$ cat src/rtl/fifo_fwft_level.sv
// First-word-fall-through FIFO: synchronous-read RAM of C-1 words plus a head
// register. Provides a registered occupancy level, almost flags, flush and a sticky drop flag.
module fifo_fwft_level #(
  parameter int DATA_WIDTH  = 16,
  parameter int DEPTH_WIDTH = 5,
  parameter int AF_LEVEL    = (1 << DEPTH_WIDTH) - 2,
  parameter int AE_LEVEL    = 1
) (
  input  logic                   clk,
  input  logic                   nrst,
  input  logic                   flush_i,
  input  logic [DATA_WIDTH-1:0]  wr_data_i,
  input  logic                   wr_valid_i,
  output logic                   wr_ready_o,
  output logic [DATA_WIDTH-1:0]  rd_data_o,
  output logic                   rd_valid_o,
  input  logic                   rd_ready_i,
  output logic [DEPTH_WIDTH:0]   level_o,
  output logic                   almost_full_o,
  output logic                   almost_empty_o,
  output logic                   drop_o
);

  localparam int                     CAP        = 1 << DEPTH_WIDTH;
  localparam int                     RAM_WORDS  = CAP - 1;
  localparam logic [DEPTH_WIDTH:0]   LEVEL_FULL = (DEPTH_WIDTH + 1)'(CAP);
  localparam logic [DEPTH_WIDTH:0]   LEVEL_ONE  = (DEPTH_WIDTH + 1)'(1);
  localparam logic [DEPTH_WIDTH-1:0] PTR_LAST   = DEPTH_WIDTH'(RAM_WORDS - 1);

  logic [DATA_WIDTH-1:0]  mem [RAM_WORDS];

  logic [DEPTH_WIDTH-1:0] wr_ptr;
  logic [DEPTH_WIDTH-1:0] rd_ptr;
  logic [DEPTH_WIDTH:0]   level_q;
  logic [DEPTH_WIDTH:0]   level_nxt;
  logic                   out_valid_q;
  logic [DATA_WIDTH-1:0]  out_data_q;
  logic                   wr_ready_q;
  logic                   af_q;
  logic                   ae_q;
  logic                   drop_q;

  logic                   wr_fire;
  logic                   rd_fire;
  logic                   ram_empty;
  logic                   load_bypass;
  logic                   ram_wr;
  logic                   ram_rd;
  logic                   af_nxt;
  logic                   ae_nxt;

  // RAM index wraps at C-1 words, which is not a power of two.
  function automatic logic [DEPTH_WIDTH-1:0] ptr_inc(input logic [DEPTH_WIDTH-1:0] p);
    return (p == PTR_LAST) ? '0 : p + DEPTH_WIDTH'(1);
  endfunction

  // The head register is always filled first, so the RAM holds level-1 words.
  always_comb begin
    wr_fire     = wr_valid_i && wr_ready_q;
    rd_fire     = out_valid_q && rd_ready_i;
    ram_empty   = (level_q <= LEVEL_ONE);
    load_bypass = wr_fire && (!out_valid_q || (rd_fire && ram_empty));
    ram_wr      = wr_fire && !load_bypass && !flush_i;
    ram_rd      = rd_fire && !ram_empty;
  end

  always_comb begin
    level_nxt = level_q;
    if (flush_i) begin
      level_nxt = '0;
    end else begin
      case ({wr_fire, rd_fire})
        2'b10:   level_nxt = level_q + LEVEL_ONE;
        2'b01:   level_nxt = level_q - LEVEL_ONE;
        default: level_nxt = level_q;
      endcase
    end
    af_nxt = (int'(level_nxt) >= AF_LEVEL);
    ae_nxt = (int'(level_nxt) <= AE_LEVEL);
  end

  always_ff @(posedge clk) begin
    if (ram_wr) begin
      mem[wr_ptr] <= wr_data_i;
    end
  end

  always_ff @(posedge clk or negedge nrst) begin
    if (!nrst) begin
      wr_ptr      <= '0;
      rd_ptr      <= '0;
      level_q     <= '0;
      out_valid_q <= 1'b0;
      out_data_q  <= '0;
      wr_ready_q  <= 1'b0;
      af_q        <= (AF_LEVEL <= 0);
      ae_q        <= (AE_LEVEL >= 0);
      drop_q      <= 1'b0;
    end else begin
      level_q    <= level_nxt;
      wr_ready_q <= (level_nxt < LEVEL_FULL);
      af_q       <= af_nxt;
      ae_q       <= ae_nxt;
      if (flush_i) begin
        wr_ptr      <= '0;
        rd_ptr      <= '0;
        out_valid_q <= 1'b0;
        drop_q      <= 1'b0;
      end else begin
        if (wr_valid_i && !wr_ready_q) begin
          drop_q <= 1'b1;
        end
        if (ram_wr) begin
          wr_ptr <= ptr_inc(wr_ptr);
        end
        // The head register doubles as the RAM read register, so a read refills it at once.
        if (ram_rd) begin
          out_data_q <= mem[rd_ptr];
          rd_ptr     <= ptr_inc(rd_ptr);
        end else if (load_bypass) begin
          out_data_q <= wr_data_i;
        end
        if (ram_rd || load_bypass) begin
          out_valid_q <= 1'b1;
        end else if (rd_fire) begin
          out_valid_q <= 1'b0;
        end
      end
    end
  end

  assign wr_ready_o     = wr_ready_q;
  assign rd_data_o      = out_data_q;
  assign rd_valid_o     = out_valid_q;
  assign level_o        = level_q;
  assign almost_full_o  = af_q;
  assign almost_empty_o = ae_q;
  assign drop_o         = drop_q;

endmodule

$ cat config.mk
export PLATFORM = sky130hd
export DESIGN_NAME = fifo_fwft_level
export DESIGN_NICKNAME = d
export VERILOG_FILES = /design/src/rtl/fifo_fwft_level.sv
export SDC_FILE = /design/constraint.sdc
export NUM_CORES = 1
export LEC_CHECK = 0
export ABC_AREA = 0
export CORE_AREA = 3 3 222 224
export CTS_CLUSTER_SIZE = 30
export DETAILED_ROUTE_END_ITERATION = 10
export DIE_AREA = 0 0 225 227
export PLACE_DENSITY = 0.59
export SLEW_MARGIN = 20
export SYNTH_ARGS = -nofsm -noshare
export SYNTH_HDL_FRONTEND = slang
export SYNTH_SLANG_ARGS = --single-unit
export TNS_END_PERCENT = 10
$ cat constraint.sdc
create_clock -name clk -period 3.6 [get_ports clk]
set_clock_uncertainty 0.2 [all_clocks]
set_input_delay 0.54 -clock clk [delete_from_list [all_inputs] [get_ports clk]]
set_output_delay 0.54 -clock clk [all_outputs]
set_load 0.01 [all_outputs]
==> metrics.txt <==
Setup TNS Final 0 ns; # clock sinks 533; clock slew at reported path FFs 0.06 ns; post-CTS resize count 0; Yosys Warn Count 0; Detail Route Antenna Nets 0; CTS Buf Count 52; multiplexer area fraction after synthesis 0.1448; max incr delay on CP 0.84 ns; # hold bufs at CTS 1; largest net degree at the start of global routing 38; fin crit share 0.8443; most frequent cell after synthesis edfxtp_1; RSZ-0062 raised after global routing no; syn_area_per_cell 18.91 um2; DR DRC count 0; antenna violations before repair 2; main flop type after synthesis edfxtp_1; number of flops mapped to enable cells by yosys 496; worst skew pair latency 0.59 ns; Starting Density 0.4475; PnR Total Power 0.01291 W; synth cell count leaders edfxtp_1, mux4_2, mux2_2; cell family with most CP delay compound AO/OA/AOI/OAI gates; fmax 0.3290 GHz; crit path DAT 3.26 ns; critical path type flip-flop to flip-flop; top cells by area, synth edfxtp_1, mux4_2, dfrtp_1; Max-slew headroom 0.3555; final setup violation count 0; Yosys top cell area share 0.7000; CP bufs+invs 2; nets 1283; PD cells 524.1 mW/mm2; worst-path cell chain buf_12 -> nor3b_2 -> buf_4 -> a221oi_1 -> o221ai_1 -> nand3_1 -> a31oi_1; Vias per Instance 5.840; count of cell types in the netlist 59; max-slew violation total from the final report 0; per-cell routed wire length 27.90 um; CTS tree done; asr flop ratio synth 0.06942; total track usage 0.2133; xor/xnor share of the synthesized area 0.0008233; die area 0.05108 mm2; global route overflow 0; layout cells sized above 1 0.2761; Root Buffer clkbuf_16; Area Growth Syn to Fin 15.75%; global-route wire length before repair 78.34 mm; Bufs on Longest Clock Path 3; Die W 225 um; hold crit path type flip-flop to flip-flop; DP Wirelength 33.86 mm; Critical Path End Type flip-flop; Yosys top cell by area edfxtp_1; mapped cell area 0.02128 mm2; CP max FO 34; Vias 11150; register bit count reported by yosys 533; Fill cells 3766; compound-cell area share of the yosys netlist 0.04804; combinational family with the most area after synthesis multiplexers; post-route setup slack 0.5604 ns; IO buf count 47; num ports 48; Simple-Gate Fraction of Synth Area 0.03687; status finished, final reports clean; slew at the pin closest to its max-slew limit 0.9637 ns; GPL Wtd Cong 0.8163; Worst path slowest cell dfrtp_4; WP data required 3.82 ns; chip height 227 um; Adder-Cell Fraction of Synth Area 0.006469; post-place setup slack 0.5241 ns; Worst VDD drop 0.0003205 V; FF-to-FF setup slack 0.56 ns; final hold vios 0; Mapped Cells 1125; htree depth 2; register area share after synthesis 0.7436; Final Util 0.5180; Iter 0 DRT Violations 1162; CP Launch Type flip-flop; CORE AREA 0.04755 mm2; Net Count, Synth 1157; max cap viols 0; vias in the first global route 11300; Leakage 7.840 nW; Final min period 3.040 ns; setup bufs post-CTS 0; DRT Pass-1 Iters 5; # rows 80; DRT Wirelength 53.27 mm
## final cells by class
| type | count | area (um2) | share of cell area |
|---|---|---|---|
| diodes | 1 | 2.502 | 0.0001016 |
| clock buffers | 68 | 1403 | 0.05695 |
| clock inverters | 28 | 284.0 | 0.01153 |
| inverters | 16 | 60.06 | 0.002439 |
| multi-input cells | 510 | 5112 | 0.2076 |
| flip-flops and latches | 533 | 15830 | 0.6428 |
| well taps | 615 | 769.5 | 0.03124 |
| repair buffers | 138 | 1166 | 0.04735 |
## worst reg2reg max path, cell delays in order (launching register included)
cell and delay, ns:
dfrtp_4 0.84, buf_12 0.30, nor3b_2 0.07, buf_4 0.20, a221oi_1 0.67, o221ai_1 0.28, nand3_1 0.19, a31oi_1 0.10
## layout by cell type, fill, tap and decap left out, drive strengths merged, types with 3 or more instances in the layout
master	n
nand2	48
o21ai	10
a22oi	9
dfrtp	36
o22ai	5
nand3	23
clkinvlp	3
inv	16
o22a	5
a21oi	9
clkdlybuf4s50	39
or3b	3
mux4	82
a2111oi	6
o221a	6
clkinv	19
a211oi	4
a31oi	11
buf	98
bufinv	6
and3	5
nor2b	6
edfxtp	496
nand3b	4
o221ai	9
mux2i	48
mux2	67
clkbuf	68
a221o	8
or3	4
nor3b	3
o211ai	6
a221oi	22
nor2	64
ha	11
nor3	5
## kinds of logic after synthesis
logic type,Yosys count
mux,197
buf+inv,82
simple gates,171
flops,533
fa+ha+maj,11
xor+xnor,2
compound gates,129
## metrics by stage
| step | cell area, um2 | hold WS [ns] | cells |
|---|---|---|---|
| floorplan | 21280 | 0.04441 | 1125 |
| global placement | 22930 | 0.3046 | 1811 |
| detailed placement | 22930 | 0.3205 | 1811 |
| CTS | 24630 | 0.3403 | 1908 |
| global route | 24630 | 0.3760 | 1908 |
| finish | 24630 | 0.3269 | 1909 |
## where the power goes
group          switching, W  internal [W]  total, W  leakage (nW)
logic              0.000355      0.000257  0.000612          2.12
clock network       0.00224       0.00316   0.00541         0.817
registers         0.0000644       0.00682   0.00689          4.91
## per-layer routing
| layer | wire length (um) | global-route usage | up-vias | part of all wire |
|---|---|---|---|---|
| li1 | - | - | 4828 | - |
| met1 | 22690 | 0.3013 | 5825 | 0.43 |
| met2 | 25390 | 0.3418 | 417 | 0.48 |
| met3 | 4047 | 0.04810 | 78 | 0.076 |
| met4 | 1142 | 0.05352 | 0 | 0.021 |
| met5 | 0 | 0 | - | 0 |
## worst paths after layout
kind	startpoint	endpoint	depth (start not counted)
worst max-delay path	rd_ptr[0]$_DFFE_PN0P_	rd_data_o[4]$_DFFE_PN0P_	7
worst min-delay path	drop_o$_DFFE_PN0P_	drop_o$_DFFE_PN0P_	2
worst max register to register	rd_ptr[0]$_DFFE_PN0P_	rd_data_o[4]$_DFFE_PN0P_	7
worst min register to register	drop_o$_DFFE_PN0P_	drop_o$_DFFE_PN0P_	2
max in group asynchronous	nrst	rd_ptr[1]$_DFFE_PN0P_	2
min in group asynchronous	nrst	level_o[1]$_DFF_PN0_	2
## sequential cells by signal (all words and copies together), names as in the netlist
| name | count |
|---|---|
| rd_valid_o | 1 |
| mem | 496 |
| drop_o | 1 |
| rd_data_o | 16 |
| almost_full_o | 1 |
| level_o | 6 |
| rd_ptr | 5 |
| almost_empty_o | 1 |
| wr_ptr | 5 |
| wr_ready_o | 1 |
Note: power is estimated with default switching activity, not from simulation.
